--- config.mk ---
export PLATFORM = sky130hd
export DESIGN_NAME = imem_boot_ctrl
export DESIGN_NICKNAME = d
export VERILOG_FILES = /design/src/rtl/imem_pkg.sv /design/src/rtl/boot_counter.sv /design/src/rtl/imem_boot_ctrl.sv
export SDC_FILE = /design/constraint.sdc
export NUM_CORES = 1
export LEC_CHECK = 0
export ABC_AREA = 1
export BUFFER_PORTS_ARGS = -buffer_cell sky130_fd_sc_hd__buf_2
export CORE_AREA = 2 2 63 65
export CTS_CLUSTER_SIZE = 20
export DETAILED_ROUTE_END_ITERATION = 10
export DIE_AREA = 0 0 65 67
export PLACE_DENSITY = 0.86
export RECOVER_POWER = 100
export SETUP_SLACK_MARGIN = 0.1
export SLEW_MARGIN = 10
export SYNTH_ARGS = -nofsm -noshare
export SYNTH_HDL_FRONTEND = slang
export SYNTH_HIERARCHICAL = 1
export SYNTH_SLANG_ARGS = --single-unit
--- constraint.sdc ---
create_clock -name clk -period 2.47 [get_ports clk]
set_input_delay 0.3705 -clock clk [delete_from_list [all_inputs] [get_ports clk]]
set_output_delay 0.3705 -clock clk [all_outputs]
set_load 0.01 [all_outputs]
--- src/rtl/imem_pkg.sv ---
// rtl/imem_pkg.sv - shared types and sizes for the instruction-memory boot controller
// Purpose: boot FSM state encoding and default instruction-memory geometry.
// Ports: none (package).
package imem_pkg;

  localparam int IMEM_DEPTH = 64;
  localparam int IMEM_AW    = 6;
  localparam int INSTR_W    = 32;

  typedef enum logic [2:0] {
    IDLE  = 3'd0,
    CLEAR = 3'd1,
    LOAD  = 3'd2,
    RUN   = 3'd3,
    ERR   = 3'd4
  } boot_state_t;

endpackage

--- src/rtl/boot_counter.sv ---
// rtl/boot_counter.sv - word-address counter with sync clear, enable and terminal compare
// Purpose: steps the memory word address during zero-fill and program load.
// Ports:
//   clk      in   clock
//   reset    in   synchronous active-high reset
//   i_clr    in   synchronous clear (wins over i_en)
//   i_en     in   count enable
//   i_tc     in   AW+1-bit terminal value to compare against
//   o_cnt    out  current count
//   o_at_tc  out  count equals i_tc
module boot_counter #(
  parameter int AW = 6
) (
  input  logic          clk,
  input  logic          reset,
  input  logic          i_clr,
  input  logic          i_en,
  input  logic [AW:0]   i_tc,
  output logic [AW-1:0] o_cnt,
  output logic          o_at_tc
);

  logic [AW-1:0] r_cnt;

  always_ff @(posedge clk) begin
    if (reset || i_clr) begin
      r_cnt <= '0;
    end else if (i_en) begin
      r_cnt <= r_cnt + AW'(1);
    end
  end

  // Compared one bit wider so a terminal value of DEPTH-1 or len-1 never aliases.
  assign o_cnt   = r_cnt;
  assign o_at_tc = ({1'b0, r_cnt} == i_tc);

endmodule

--- src/rtl/imem_boot_ctrl.sv ---
// rtl/imem_boot_ctrl.sv - boot sequencer and address mux for the core instruction memory
// Purpose: holds the core in reset, zero-fills the memory, loads a streamed program,
//          then releases the core and hands the memory address to the core PC.
// Ports:
//   clk, reset          clock, synchronous active-high reset
//   start, load_len     boot request pulse and program length in words (1..DEPTH)
//   in_valid, in_data   program word stream, in_ready accepts it
//   pc_addr             core fetch word index
//   mem_addr/we/wdata   instruction memory port
//   cpu_reset           core reset, low only in RUN
//   busy, done, err     status: CLEAR/LOAD, RUN, ERR
module imem_boot_ctrl
  import imem_pkg::*;
#(
  parameter int N     = INSTR_W,
  parameter int DEPTH = IMEM_DEPTH,
  parameter int AW    = IMEM_AW
) (
  input  logic          clk,
  input  logic          reset,
  input  logic          start,
  input  logic [AW:0]   load_len,
  input  logic          in_valid,
  input  logic [N-1:0]  in_data,
  output logic          in_ready,
  input  logic [AW-1:0] pc_addr,
  output logic [AW-1:0] mem_addr,
  output logic          mem_we,
  output logic [N-1:0]  mem_wdata,
  output logic          cpu_reset,
  output logic          busy,
  output logic          done,
  output logic          err
);

  localparam logic [AW:0] DEPTH_W  = (AW+1)'(DEPTH);
  localparam logic [AW:0] LAST_CLR = (AW+1)'(DEPTH - 1);

  boot_state_t   r_state;
  boot_state_t   w_next;
  logic [AW:0]   r_len;
  logic          r_cpu_reset;
  logic          r_busy;
  logic          r_done;
  logic          r_err;

  logic          w_legal;
  logic          w_beat;
  logic [AW:0]   w_tc;
  logic [AW-1:0] w_cnt;
  logic          w_at_tc;
  logic          w_cnt_clr;
  logic          w_cnt_en;

  assign w_legal = (load_len != '0) && (load_len <= DEPTH_W);

  // A start in LOAD restarts the boot, so it also kills that cycle's beat.
  assign w_beat = (r_state == LOAD) && in_valid && !start;

  assign w_tc      = (r_state == CLEAR) ? LAST_CLR : (r_len - (AW+1)'(1));
  assign w_cnt_en  = (r_state == CLEAR) || w_beat;
  assign w_cnt_clr = start || (w_at_tc && w_cnt_en);

  boot_counter #(.AW(AW)) u_cnt (
    .clk     (clk),
    .reset   (reset),
    .i_clr   (w_cnt_clr),
    .i_en    (w_cnt_en),
    .i_tc    (w_tc),
    .o_cnt   (w_cnt),
    .o_at_tc (w_at_tc)
  );

  // State register plus registered status decodes of the next state.
  always_ff @(posedge clk) begin
    if (reset) begin
      r_state     <= IDLE;
      r_len       <= '0;
      r_cpu_reset <= 1'b1;
      r_busy      <= 1'b0;
      r_done      <= 1'b0;
      r_err       <= 1'b0;
    end else begin
      r_state     <= w_next;
      if (start && w_legal) begin
        r_len <= load_len;
      end
      r_cpu_reset <= (w_next != RUN);
      r_busy      <= (w_next == CLEAR) || (w_next == LOAD);
      r_done      <= (w_next == RUN);
      r_err       <= (w_next == ERR);
    end
  end

  always_comb begin
    w_next = r_state;
    if (start) begin
      w_next = w_legal ? CLEAR : ERR;
    end else begin
      case (r_state)
        CLEAR:   if (w_at_tc) w_next = LOAD;
        LOAD:    if (w_beat && w_at_tc) w_next = RUN;
        default: w_next = r_state;
      endcase
    end
  end

  always_comb begin
    in_ready  = 1'b0;
    mem_we    = 1'b0;
    mem_wdata = '0;
    mem_addr  = '0;
    case (r_state)
      CLEAR: begin
        mem_we   = 1'b1;
        mem_addr = w_cnt;
      end
      LOAD: begin
        in_ready  = 1'b1;
        mem_we    = w_beat;
        mem_addr  = w_cnt;
        mem_wdata = in_data;
      end
      RUN: begin
        mem_addr = pc_addr;
      end
      default: begin
        mem_addr = '0;
      end
    endcase
  end

  assign cpu_reset = r_cpu_reset;
  assign busy      = r_busy;
  assign done      = r_done;
  assign err       = r_err;

endmodule

==> summary.json, run 1 <==
{
  "floorplanning": {
    "fp.coreArea_um2": 3610,
    "effective_utilization_at_floorplan": 0.416,
    "die_height_um": 67,
    "dieWidth_um": 65,
    "row_count": 22,
    "die_area_um2": 4360,
    "io_pins": 93
  },
  "cells_and_area": {
    "post-route-util": 0.573,
    "area.growth.synth_to_final_pct": 37.7,
    "antenna_cells_inserted": 0,
    "commonest_non_fill_non_tap_cell_in_the_layout": "sky130_fd_sc_hd__inv_1",
    "top_library_cells_by_usage_in_the_layout_fill_and_taps_aside": "61 x sky130_fd_sc_hd__inv_1, 59 x sky130_fd_sc_hd__nor2_1, 52 x sky130_fd_sc_hd__buf_2, 46 x sky130_fd_sc_hd__nand2_1, 40 x sky130_fd_sc_hd__clkbuf_1",
    "fill_cells": 410,
    "post_route_cells_drive_above_1_share": 0.247,
    "num-nets-final": 412
  },
  "logic_synthesis": {
    "yosysWarnings": 6,
    "postSynth.asyncResetShare": 0,
    "synth_enable_flop_cells": 0,
    "total_of_flip_flops_plus_latches_after_synthesis": 20,
    "syn_nets": 317,
    "synth.yosys.seq_area_share": 0.267,
    "synth_cell_types": 24,
    "synth_top_flop_cell": "sky130_fd_sc_hd__dfxtp_1",
    "per_instance_average_area_after_synthesis_um2": 5.64,
    "post_synth_instance_area_um2": 1500,
    "post_syn_instances": 266
  },
  "worst_setup_path": {
    "critical_path_fanout_max": 3,
    "timing_worst_setup_path_type": "flop to flop",
    "worst_endpoint_data_arrival_time_ns": 2.49,
    "r2r_end": "busy$_SDFF_PP0_",
    "worstSetupEndpointType": "flop",
    "worst_setup_sp": "r_len[1]$_SDFFE_PP0P_",
    "worst_setup_path_endpoint": "busy$_SDFF_PP0_",
    "ff2ff_setup_slack_ns": 0.18,
    "critical_path.reg2reg.startpoint": "r_len[1]$_SDFFE_PP0P_",
    "worst-r2r-cell-count": 21,
    "data_required_time_of_the_worst_path_ns": 2.68,
    "worstSetupStartpointType": "flop"
  },
  "clock_network": {
    "cts_tree": "yes",
    "tritoncts.num_buffers": 3,
    "path_clk_slew_ns": 0.08,
    "cts.path.max_buffers": 2,
    "clock_insertion_delay_worst_skew_ns": 0.27,
    "post_cts_hold_buffer_count": 0,
    "sinks_on_the_clock_net": 20,
    "cts.htree.levels": 1,
    "clockRootBuffer": "sky130_fd_sc_hd__clkbuf_8"
  },
  "timing": {
    "skew_ns": 0.00391,
    "unrepaired_setup_endpoints_after_global_routing": "true",
    "finalMaxSlewViolations": 0,
    "post-route-period-util": 0.927,
    "slew-limit-headroom": 0.746,
    "timing.hold.ws_ns": 0.360,
    "setup_viol": 0,
    "fmax_mhz": 437,
    "finalHoldViolCount": 0,
    "measured_slew_at_the_worst_slew_check_pin_ns": 0.379,
    "finalCriticalPeriod_ns": 2.29
  },
  "power_and_ir_drop": {
    "power.clock.fraction": 0.378,
    "switching_share": 0.279,
    "net-switching-power_uw": 247,
    "cellInternalPower_uw": 637,
    "leakagePower_nw": 1.14,
    "power_density_nw_per_um2": 428,
    "seq_power_share": 0.393,
    "power_frac_comb": 0.229,
    "vdd.ir_drop.worst_mv": 0.311
  },
  "routing": {
    "drtPass1Iterations": 4,
    "detailroute.via_count": 1835,
    "ant_nets": 0,
    "drt_first_iter_violations": 26,
    "postRouteWirelength_um": 4130,
    "drc": 0,
    "vias_per_cell": 4.50,
    "wire_per_inst_um": 10.1
  },
  "place": {
    "dp_hpwl_um": 3230,
    "routabilityCongestion": 0.828,
    "port_buffers": 92
  },
  "run": {
    "timing.max_cap.violations": 0
  },
  "global_routing": {
    "wire_length_of_the_first_global_routing_pass_um": 6060,
    "grt_antenna_before_repair": 0,
    "grt_max_degree": 34,
    "via_count_of_the_first_global_routing_pass": 1458,
    "grt_resource_usage_total": 0.178,
    "grt_overflow": 0
  },
  "hold_path": {
    "hp-class": "input port to flop"
  },
  "status": {
    "status": "completed"
  }
}
==> per-layer routing <==
layer,GRT usage,vias to the layer above,share of wire
li1,-,977,-
met1,0.189,771,0.39
met2,0.339,80,0.50
met3,0.0389,7,0.099
met4,0.0718,0,0.014
met5,0,-,0
==> cells by family after synthesis <==
family,Yosys count,share of synthesized area
simple gates,140,0.420
fa+ha+maj,2,0.0167
flops,20,0.267
buf+inv,73,0.190
compound gates,31,0.106
==> layout make-up <==
class	instances	area, um^2	area share
multi-input cells	173	843	0.408
repair buffers	94	425	0.206
flip-flops and latches	20	403	0.195
inverters	69	262	0.127
well taps	48	60.1	0.0291
clock buffers	3	41.3	0.0200
clock inverters	1	30.0	0.0145
==> worst max-delay path, stage by stage (launching register included) <==
cell                      delay, ns
sky130_fd_sc_hd__dfxtp_2       0.33
sky130_fd_sc_hd__inv_2         0.07
sky130_fd_sc_hd__ha_4          0.13
sky130_fd_sc_hd__inv_2         0.03
sky130_fd_sc_hd__or2_4         0.24
sky130_fd_sc_hd__nor2_4        0.09
sky130_fd_sc_hd__nand2_2       0.07
sky130_fd_sc_hd__nand3_1       0.11
sky130_fd_sc_hd__inv_1         0.05
sky130_fd_sc_hd__nand2_1       0.05
sky130_fd_sc_hd__nand2_1       0.05
sky130_fd_sc_hd__nor2_1        0.08
sky130_fd_sc_hd__nand2_1       0.07
sky130_fd_sc_hd__nor2_2        0.16
sky130_fd_sc_hd__inv_1         0.08
sky130_fd_sc_hd__o21ai_1       0.17
sky130_fd_sc_hd__nand2_2       0.07
sky130_fd_sc_hd__nand2_2       0.09
sky130_fd_sc_hd__nand2_2       0.06
sky130_fd_sc_hd__nand2_2       0.09
sky130_fd_sc_hd__nand2_1       0.05
sky130_fd_sc_hd__nor2_1        0.08
==> Yosys cell counts (2+ instances only) <==
library cell | number | area share
sky130_fd_sc_hd__inv_1 | 64 | 0.16
sky130_fd_sc_hd__nor2_1 | 59 | 0.15
sky130_fd_sc_hd__nand2_1 | 48 | 0.12
sky130_fd_sc_hd__dfxtp_1 | 20 | 0.27
sky130_fd_sc_hd__o21ai_0 | 11 | 0.037
sky130_fd_sc_hd__a21oi_1 | 10 | 0.033
sky130_fd_sc_hd__nand3_1 | 10 | 0.033
sky130_fd_sc_hd__o21ai_1 | 9 | 0.030
sky130_fd_sc_hd__nand2_2 | 6 | 0.025
sky130_fd_sc_hd__nor3_1 | 5 | 0.017
sky130_fd_sc_hd__inv_2 | 4 | 0.010
sky130_fd_sc_hd__nor2_4 | 4 | 0.030
sky130_fd_sc_hd__buf_2 | 3 | 0.010
sky130_fd_sc_hd__ha_1 | 2 | 0.017
sky130_fd_sc_hd__nand3_2 | 2 | 0.013
==> per-stage QoR <==
stage | TNS (ns) | worst slack, ns | area (um^2) | total power, mW | std cells
finish | 0 | 0.181 | 2060 | 0.885 | 408
global route | -0.0406 | -0.0344 | 2060 | 0.936 | 408
CTS | 0 | 0.125 | 2070 | 0.876 | 406
detailed placement | 0 | 0.175 | 1990 | 0.542 | 402
global placement | 0 | 0.278 | 1990 | 0.536 | 402
floorplan | 0 | 0.377 | 1500 | 0.472 | 266
==> power groups by stage <==
stage / registers [mW] / clock network, mW / logic (mW)
floorplan: 0.352 / 0 / 0.119
global placement: 0.353 / 0 / 0.183
detailed placement: 0.353 / 0 / 0.188
CTS: 0.346 / 0.340 / 0.190
global route: 0.349 / 0.355 / 0.232
finish: 0.348 / 0.335 / 0.202
==> registers in the layout, indices dropped and copies added (netlist names) <==
signal       count
busy             1
cpu_reset        1
done             1
err              1
r_len            7
r_state          3
u_cnt/o_cnt      6
==> timing repair <==
item,in CTS,in global routing
gates cloned,0,0
hold endpoints to repair,0,0
pin swaps,0,5
setup buffers,0,2
setup endpoints to repair,1,15
resized for setup,1,18
==> worst min path at each step <==
stage | start | end | depth (start not counted)
after floorplan | reset | r_state[0]$_SDFF_PP0_ | 1
after global placement | r_len[1]$_SDFFE_PP0P_ | r_len[1]$_SDFFE_PP0P_ | 2
after detailed placement | r_len[6]$_SDFFE_PP0P_ | r_len[6]$_SDFFE_PP0P_ | 2
after CTS | reset | r_state[1]$_SDFF_PP0_ | 2
after global routing | reset | err$_SDFF_PP0_ | 2
final | reset | r_state[2]$_SDFF_PP0_ | 2
Note: power is estimated with default switching activity, not from simulation.
==> run 2, diff against run 1 <==
--- a/config.mk
+++ b/config.mk
@@ -13,7 +13,7 @@
 export DIE_AREA = 0 0 65 67
 export PLACE_DENSITY = 0.86
 export RECOVER_POWER = 100
-export SETUP_SLACK_MARGIN = 0.1
+export SETUP_SLACK_MARGIN = 0.5
 export SLEW_MARGIN = 10
 export SYNTH_ARGS = -nofsm -noshare
 export SYNTH_HDL_FRONTEND = slang
==> summary.json, run 2 (synthesized netlist as in run 1, its figures left out) <==
{
  "power_and_ir_drop": {
    "cellInternalPower": {"value": 536, "unit": "uW", "change": "-16%"},
    "power_density": {"value": 372, "unit": "nW/um^2", "change": "-13%"},
    "vdd.ir_drop.worst": {"value": 0.268, "unit": "mV", "change": "-14%"},
    "net-switching-power": {"value": 240, "unit": "uW", "change": "-2.7%"},
    "leakagePower": {"value": 1.17, "unit": "nW", "change": "+2.3%"},
    "power_frac_comb": {"value": 0.274, "change": "+0.045"},
    "seq_power_share": {"value": 0.447, "change": "+0.054"},
    "power.clock.fraction": {"value": 0.279, "change": "-0.099"},
    "switching_share": {"value": 0.310, "change": "+0.0302"}
  },
  "global_routing": {
    "wire_length_of_the_first_global_routing_pass": {"value": 6470, "unit": "um", "change": "+6.7%"},
    "via_count_of_the_first_global_routing_pass": {"value": 1631, "change": "+12%"},
    "grt_antenna_before_repair": {"value": 0, "change": "unchanged"},
    "grt_resource_usage_total": {"value": 0.188, "change": "+0.00967"},
    "grt_overflow": {"value": 0, "change": "unchanged"},
    "grt_max_degree": {"value": 34, "change": "unchanged"}
  },
  "worst_setup_path": {
    "worst_endpoint_data_arrival_time": {"value": 2.43, "unit": "ns", "change": "-0.06 ns"},
    "cp_cell_sequence": "inv_2 > ha_4 > inv_2 > or2_4 > nor2_1 > nand2_1 > nand3_2 > inv_1 > nand2_1 > nand2_1 > nor2_1 > nand2_1 > nor2_2 > buf_4 > nand3_2 > nand2_2 > nand2_4 > nand2_4 > nand2_4 > nor2_4 > inv_2",
    "crit_path_top_delay_cell": "sky130_fd_sc_hd__dfxtp_2",
    "critical_path.reg2reg.startpoint": "r_len[0]$_SDFFE_PP0P_",
    "data_required_time_of_the_worst_path": {"value": 2.63, "unit": "ns", "change": "-0.05 ns"},
    "worstSetupEndpointType": "flop",
    "critical_path_fanout_max": {"value": 3, "change": "unchanged"},
    "worst_setup_sp": "r_len[0]$_SDFFE_PP0P_",
    "critical-path-max-stage-delay": {"value": 0.33, "unit": "ns", "change": "about the same"},
    "crit_path_frequent_cell": "sky130_fd_sc_hd__nand2_1",
    "worstSetupStartpointType": "flop",
    "timing_worst_setup_path_type": "flop to flop"
  },
  "routing": {
    "wire_per_inst": {"value": 10.5, "unit": "um", "change": "+4.1%"},
    "drc": {"value": 0, "change": "unchanged"},
    "drtPass1Iterations": {"value": 4, "change": "unchanged"},
    "postRouteWirelength": {"value": 4340, "unit": "um", "change": "+5.1%"},
    "vias_per_cell": {"value": 4.59, "change": "+2.1%"},
    "drt_first_iter_violations": {"value": 39, "change": "+50%"},
    "detailroute.via_count": {"value": 1891, "change": "+3.1%"},
    "ant_nets": {"value": 0, "change": "unchanged"}
  },
  "cells_and_area": {
    "largest_register": "r_len",
    "largest_register_ffs": {"value": 7, "change": "unchanged"},
    "commonest_non_fill_non_tap_cell_in_the_layout": "sky130_fd_sc_hd__inv_1",
    "num-nets-final": {"value": 417, "change": "+1.2%"},
    "post_route_cells_drive_above_1_share": {"value": 0.269, "change": "+0.0220"},
    "top_library_cells_by_usage_in_the_layout_fill_and_taps_aside": "61 x sky130_fd_sc_hd__inv_1, 60 x sky130_fd_sc_hd__nor2_1, 53 x sky130_fd_sc_hd__buf_2, 44 x sky130_fd_sc_hd__nand2_1, 40 x sky130_fd_sc_hd__clkbuf_1",
    "antenna_cells_inserted": {"value": 0, "change": "unchanged"},
    "post_layout_nonfiller_instances": {"value": 412, "change": "+0.98%"},
    "area.growth.synth_to_final_pct": 39.5
  },
  "clock_network": {
    "cts.path.max_buffers": {"value": 2, "change": "unchanged"},
    "tritoncts.num_buffers": {"value": 3, "change": "unchanged"},
    "cts_tree": "yes",
    "path_clk_slew": {"value": 0.08, "unit": "ns", "change": "about the same"},
    "clockRootBuffer": "sky130_fd_sc_hd__clkbuf_8",
    "clock_insertion_delay_worst_skew": {"value": 0.26, "unit": "ns", "change": "about the same"},
    "cts.htree.levels": {"value": 1, "change": "unchanged"},
    "post_cts_hold_buffer_count": {"value": 0, "change": "unchanged"},
    "sinks_on_the_clock_net": {"value": 20, "change": "unchanged"}
  },
  "timing": {
    "finalCriticalPeriod": {"value": 2.26, "unit": "ns", "change": "-0.0250 ns"},
    "setup_viol": {"value": 0, "change": "unchanged"},
    "unrepaired_setup_endpoints_after_global_routing": "true",
    "final.setup.tns": {"value": 0, "unit": "ns", "change": "unchanged"},
    "measured_slew_at_the_worst_slew_check_pin": {"value": 0.649, "unit": "ns", "change": "+0.269 ns"},
    "finalMaxSlewViolations": {"value": 0, "change": "unchanged"},
    "skew": {"value": 0.00709, "unit": "ns", "change": "+0.00318 ns"},
    "finalHoldViolCount": {"value": 0, "change": "unchanged"},
    "slew-limit-headroom": {"value": 0.566, "change": "-0.180"},
    "timing.hold.ws": {"value": 0.343, "unit": "ns", "change": "-0.0170 ns"},
    "post-route-period-util": {"value": 0.917, "change": "-0.0101"},
    "fmax": {"value": 442, "unit": "MHz", "change": "+1.1%"}
  },
  "floorplanning": {
    "io_pins": {"value": 93, "change": "unchanged"},
    "effective_utilization_at_floorplan": {"value": 0.416, "change": "unchanged"},
    "row_count": {"value": 22, "change": "unchanged"},
    "die_area": {"value": 4360, "unit": "um^2", "change": "unchanged"},
    "die_height": {"value": 67, "unit": "um", "change": "unchanged"},
    "fp.coreArea": {"value": 3610, "unit": "um^2", "change": "unchanged"},
    "dieWidth": {"value": 65, "unit": "um", "change": "unchanged"}
  },
  "place": {
    "port_buffers": {"value": 92, "change": "unchanged"},
    "routabilityCongestion": {"value": 0.821, "change": "-0.77%"},
    "dp_hpwl": {"value": 3240, "unit": "um", "change": "+0.17%"},
    "post-place-cells": {"value": 402, "change": "unchanged"}
  },
  "hold_path": {
    "hp-class": "input port to flop",
    "hold_start": "reset"
  },
  "run": {
    "timing.max_cap.violations": {"value": 0, "change": "unchanged"}
  },
  "status": {
    "status": "completed"
  }
}
run 2: worst paths after layout:
path                           endpoint  cells after the start  slack [ns]
setup / recovery   cpu_reset$_SDFF_PP1_                     21        0.21
hold / removal    r_state[0]$_SDFF_PP0_                      2        0.34
setup reg to reg   cpu_reset$_SDFF_PP1_                     21        0.21
hold reg to reg   r_len[4]$_SDFFE_PP0P_                      2        0.52
run 2: critical path, delay by kind of cell, from the launching register on:
kind / cells / cell delay [ns]
AND/OR/NAND/NOR: 15 / 1.40
flip-flops: 1 / 0.33
buffers and inverters: 5 / 0.31
adder cells (fa/ha/maj): 1 / 0.13
run 2: final cells by class:
| cell class | count | area [um^2] |
|---|---|---|
| sequential | 20 | 404 |
| clock buffer | 3 | 41.3 |
| timing repair buffer | 99 | 460 |
| tap | 48 | 60.1 |
| multi-input combinational | 173 | 861 |
| fill | 413 | 1520 |
| inverter | 69 | 264 |
run 2: power groups by stage:
| stage | sequential, mW | clock (mW) | combinational [mW] |
|---|---|---|---|
| 2_1_floorplan | 0.353 | 0 | 0.120 |
| 3_3_place_gp | 0.353 | 0 | 0.184 |
| 3_5_place_dp | 0.353 | 0 | 0.188 |
| 4_1_cts | 0.347 | 0.214 | 0.204 |
| 5_1_grt | 0.349 | 0.235 | 0.242 |
| 6_report | 0.347 | 0.217 | 0.213 |
run 2: routing by layer:
| metal | part of all wire | GRT usage |
|---|---|---|
| met5 | 0 | 0 |
| met2 | 0.51 | 0.381 |
| met3 | 0.089 | 0.0405 |
| met4 | 0.011 | 0.0505 |
| met1 | 0.39 | 0.190 |
run 2: repair_timing:
action | in CTS | in global routing
pin swaps | 3 | 21
setup buffers | 4 | 3
setup endpoints to repair | 18 | 18
gates resized for setup | 12 | 18
run 2: per-stage QoR:
step / power (mW) / cell area [um^2] / utilization / worst slack, ns
6_report: 0.777 / 2090 / 0.580 / 0.206
5_1_grt: 0.825 / 2090 / 0.580 / 0.0272
4_1_cts: 0.765 / 2100 / 0.582 / 0.226
3_5_place_dp: 0.542 / 2000 / 0.553 / 0.267
3_3_place_gp: 0.537 / 2000 / 0.553 / 0.359
2_1_floorplan: 0.472 / 1500 / - / 0.448
==> run 3, diff against run 2 <==
==> constraint.sdc (replaced) <==
create_clock -name clk -period 2.5 [get_ports clk]
set_input_delay 0.375 -clock clk [delete_from_list [all_inputs] [get_ports clk]]
set_output_delay 0.375 -clock clk [all_outputs]
set_load 0.01 [all_outputs]
==> summary.json, run 3 (synthesized netlist as in run 1, its figures left out) <==
{
  "worst_setup_path": {
    "critical-path-top-delay-family": "simple AND/OR/NAND/NOR gates",
    "critical_path_buf_inv_count": {"value": 4, "change": "-1"},
    "worst_endpoint_data_arrival_time": {"value": 2.53, "unit": "ns", "change": "+0.10 ns"},
    "r2r_end": "u_cnt/o_cnt[0]$_SDFFE_PP0P_",
    "worstSetupStartpointType": "flop",
    "ff2ff_setup_slack": {"value": 0.17, "unit": "ns", "change": "-0.04 ns"},
    "worstSetupEndpointType": "flop",
    "critical-path-max-stage-delay": {"value": 0.33, "unit": "ns", "change": "about the same"},
    "crit_path_top_delay_cell": "sky130_fd_sc_hd__dfxtp_2",
    "data_required_time_of_the_worst_path": {"value": 2.70, "unit": "ns", "change": "+0.07 ns"},
    "cp_cell_sequence": "inv_2 > ha_4 > inv_2 > or2_4 > nor2_4 > nand2_2 > o21ai_1 > nand2_1 > nor2_1 > a21oi_2 > nand3_2 > nor2_4 > buf_4 > buf_6 > nand2_2 > nand2_2 > nor2_4 > o21ai_2 > a21oi_1",
    "worst-r2r-cell-count": {"value": 19, "change": "-9.5%"},
    "timing_worst_setup_path_type": "flop to flop",
    "critical_path_fanout_max": {"value": 5, "change": "+2"},
    "critical_path.reg2reg.startpoint": "r_len[1]$_SDFFE_PP0P_"
  },
  "run": {
    "timing.max_cap.violations": {"value": 0, "change": "unchanged"}
  },
  "routing": {
    "drt_first_iter_violations": {"value": 53, "change": "+36%"},
    "drtPass1Iterations": {"value": 4, "change": "unchanged"},
    "detailroute.via_count": {"value": 1862, "change": "-1.5%"},
    "drc": {"value": 0, "change": "unchanged"},
    "vias_per_cell": {"value": 4.53, "change": "-1.3%"},
    "postRouteWirelength": {"value": 4290, "unit": "um", "change": "-1.0%"},
    "ant_nets": {"value": 0, "change": "unchanged"},
    "wire_per_inst": {"value": 10.4, "unit": "um", "change": "-0.77%"}
  },
  "cells_and_area": {
    "post_route_cells_drive_above_1_share": {"value": 0.284, "change": "+0.0145"},
    "multi_input_area": {"value": 880, "unit": "um^2", "change": "+2.2%"},
    "ff_latch_area": {"value": 403, "unit": "um^2", "change": "-0.31%"},
    "area.growth.synth_to_final_pct": 41.2,
    "commonest_non_fill_non_tap_cell_in_the_layout": "sky130_fd_sc_hd__inv_1",
    "num-nets-final": {"value": 415, "change": "-0.48%"},
    "largest_register_ffs": {"value": 7, "change": "unchanged"},
    "fill_cells": {"value": 379, "change": "-8.2%"},
    "final_design_area_no_fill": {"value": 2120, "unit": "um^2", "change": "+1.3%"},
    "largest_register": "r_len",
    "top_library_cells_by_usage_in_the_layout_fill_and_taps_aside": "59 x sky130_fd_sc_hd__inv_1, 56 x sky130_fd_sc_hd__nor2_1, 52 x sky130_fd_sc_hd__buf_2, 44 x sky130_fd_sc_hd__nand2_1, 40 x sky130_fd_sc_hd__clkbuf_1",
    "antenna_cells_inserted": {"value": 0, "change": "unchanged"}
  },
  "floorplanning": {
    "dieWidth": {"value": 65, "unit": "um", "change": "unchanged"},
    "die_area": {"value": 4360, "unit": "um^2", "change": "unchanged"},
    "row_count": {"value": 22, "change": "unchanged"},
    "io_pins": {"value": 93, "change": "unchanged"},
    "fp.coreArea": {"value": 3610, "unit": "um^2", "change": "unchanged"},
    "die_height": {"value": 67, "unit": "um", "change": "unchanged"},
    "effective_utilization_at_floorplan": {"value": 0.416, "change": "unchanged"}
  },
  "timing": {
    "post-route-period-util": {"value": 0.933, "change": "+0.0165"},
    "slew-limit-headroom": {"value": 0.605, "change": "+0.0388"},
    "skew": {"value": 0.00306, "unit": "ns", "change": "-0.00402 ns"},
    "finalCriticalPeriod": {"value": 2.33, "unit": "ns", "change": "+0.0687 ns"},
    "fin_ws": {"value": 0.167, "unit": "ns", "change": "-0.0387 ns"},
    "finalMaxSlewViolations": {"value": 0, "change": "unchanged"},
    "setup_viol": {"value": 0, "change": "unchanged"},
    "final.setup.tns": {"value": 0, "unit": "ns", "change": "unchanged"},
    "unrepaired_setup_endpoints_after_global_routing": "true",
    "fmax": {"value": 429, "unit": "MHz", "change": "-2.9%"},
    "finalHoldViolCount": {"value": 0, "change": "unchanged"},
    "measured_slew_at_the_worst_slew_check_pin": {"value": 0.591, "unit": "ns", "change": "-0.0581 ns"}
  },
  "place": {
    "routabilityCongestion": {"value": 0.814, "change": "-0.89%"},
    "placedInstanceArea": {"value": 2000, "unit": "um^2", "change": "unchanged"},
    "placement.setup.worst_slack": {"value": 0.277, "unit": "ns", "change": "+0.0105 ns"},
    "dp_hpwl": {"value": 3140, "unit": "um", "change": "-3.1%"},
    "port_buffers": {"value": 92, "change": "unchanged"}
  },
  "clock_network": {
    "sinks_on_the_clock_net": {"value": 20, "change": "unchanged"},
    "cts.path.max_buffers": {"value": 2, "change": "unchanged"},
    "tritoncts.num_buffers": {"value": 3, "change": "unchanged"},
    "clockRootBuffer": "sky130_fd_sc_hd__clkbuf_8",
    "cts.htree.levels": {"value": 1, "change": "unchanged"},
    "cts_tree": "yes",
    "path_clk_slew": {"value": 0.08, "unit": "ns", "change": "about the same"},
    "clock_insertion_delay_worst_skew": {"value": 0.27, "unit": "ns", "change": "about the same"}
  },
  "global_routing": {
    "grt_max_degree": {"value": 34, "change": "unchanged"},
    "grt_overflow": {"value": 0, "change": "unchanged"},
    "via_count_of_the_first_global_routing_pass": {"value": 1585, "change": "-2.8%"},
    "grt_antenna_before_repair": {"value": 0, "change": "unchanged"},
    "wire_length_of_the_first_global_routing_pass": {"value": 6260, "unit": "um", "change": "-3.2%"},
    "grt_resource_usage_total": {"value": 0.183, "change": "-0.00508"}
  },
  "power_and_ir_drop": {
    "cellInternalPower": {"value": 561, "unit": "uW", "change": "+4.6%"},
    "post-layout-total-power": {"value": 813, "unit": "uW", "change": "+4.6%"},
    "power.clock.fraction": {"value": 0.314, "change": "+0.035"},
    "power_density": {"value": 384, "unit": "nW/um^2", "change": "+3.3%"},
    "seq_power_share": {"value": 0.423, "change": "-0.024"},
    "net-switching-power": {"value": 251, "unit": "uW", "change": "+4.5%"},
    "switching_share": {"value": 0.309, "change": "about the same"},
    "vdd.ir_drop.worst": {"value": 0.352, "unit": "mV", "change": "+31%"},
    "leakagePower": {"value": 1.15, "unit": "nW", "change": "-1.2%"},
    "power_frac_comb": {"value": 0.263, "change": "-0.011"}
  },
  "hold_path": {
    "hold_start": "load_len[3]",
    "timing.hold.worst_endpoint": "r_len[3]$_SDFFE_PP0P_",
    "hold_path_depth": {"value": 3, "change": "+1"},
    "hp-class": "input port to flop"
  },
  "status": {
    "status": "completed"
  }
}
## run 3: cell types whose count changed in the layout (fill, tap and decap cells not counted), moves of 2 or more
cell,before,now
sky130_fd_sc_hd__inv_2,6,8
sky130_fd_sc_hd__buf_4,6,3
sky130_fd_sc_hd__nor2_4,2,6
sky130_fd_sc_hd__nor2_1,60,56
sky130_fd_sc_hd__nand2_2,7,10
sky130_fd_sc_hd__nand2_4,3,0
sky130_fd_sc_hd__buf_6,0,2
sky130_fd_sc_hd__inv_1,61,59
## run 3: timing repair
action	CTS	global route
setup buffers	4	1
pin swaps	5	19
endpoints found under the setup margin	18	18
hold buffers	0	0
hold endpoints to repair	0	0
gates resized for setup	13	22
## run 3: how the worst max path moves through the flow
| stage | start | endpoint | slack (ns) | cells past startpoint |
|---|---|---|---|---|
| global placement | r_len[0]$_SDFFE_PP0P_ | busy$_SDFF_PP0_ | 0.39 | 19 |
| floorplan | r_len[0]$_SDFFE_PP0P_ | busy$_SDFF_PP0_ | 0.48 | 19 |
| global route | r_len[1]$_SDFFE_PP0P_ | cpu_reset$_SDFF_PP1_ | 0.01 | 21 |
| CTS | r_len[0]$_SDFFE_PP0P_ | busy$_SDFF_PP0_ | 0.26 | 19 |
| detailed placement | r_len[0]$_SDFFE_PP0P_ | busy$_SDFF_PP0_ | 0.28 | 21 |
| finish | r_len[1]$_SDFFE_PP0P_ | u_cnt/o_cnt[0]$_SDFFE_PP0P_ | 0.17 | 19 |
## run 3: power by group through the flow
stage	clock, mW	combinational, mW	sequential [mW]
5_1_grt	0.266	0.241	0.346
6_report	0.255	0.213	0.344
3_3_place_gp	0	0.180	0.349
4_1_cts	0.258	0.197	0.343
2_1_floorplan	0	0.118	0.348
3_5_place_dp	0	0.185	0.349
## run 3: final cells by class
class / instances / area share
clock buffers: 4 / 0.0260
inverters: 69 / 0.125
multi-input cells: 173 / 0.415
flip-flops and latches: 20 / 0.190
well taps: 48 / 0.0284
repair buffers: 97 / 0.215
## run 3: stage by stage
| stage | std cells | hold slack (ns) | utilization |
|---|---|---|---|
| 2_1_floorplan | 266 | 0.444 | - |
| 3_3_place_gp | 402 | 0.460 | 0.553 |
| 3_5_place_dp | 402 | 0.473 | 0.553 |
| 4_1_cts | 410 | 0.373 | 0.585 |
| 5_1_grt | 411 | 0.390 | 0.587 |
| 6_report | 411 | 0.369 | 0.587 |
## run 3: worst min-delay path, stage by stage
cell and delay (ns):
sky130_fd_sc_hd__buf_2 0.09, sky130_fd_sc_hd__o21ai_1 0.06, sky130_fd_sc_hd__nor2_1 0.07
## run 3: per-layer routing
| metal | GRT usage | vias to the layer above | wire length, um |
|---|---|---|---|
| met3 | 0.0372 | 7 | 373 |
| li1 | - | 976 | - |
| met4 | 0.0718 | 0 | 78 |
| met2 | 0.370 | 76 | 2170 |
| met5 | 0 | - | 0 |
| met1 | 0.179 | 803 | 1670 |
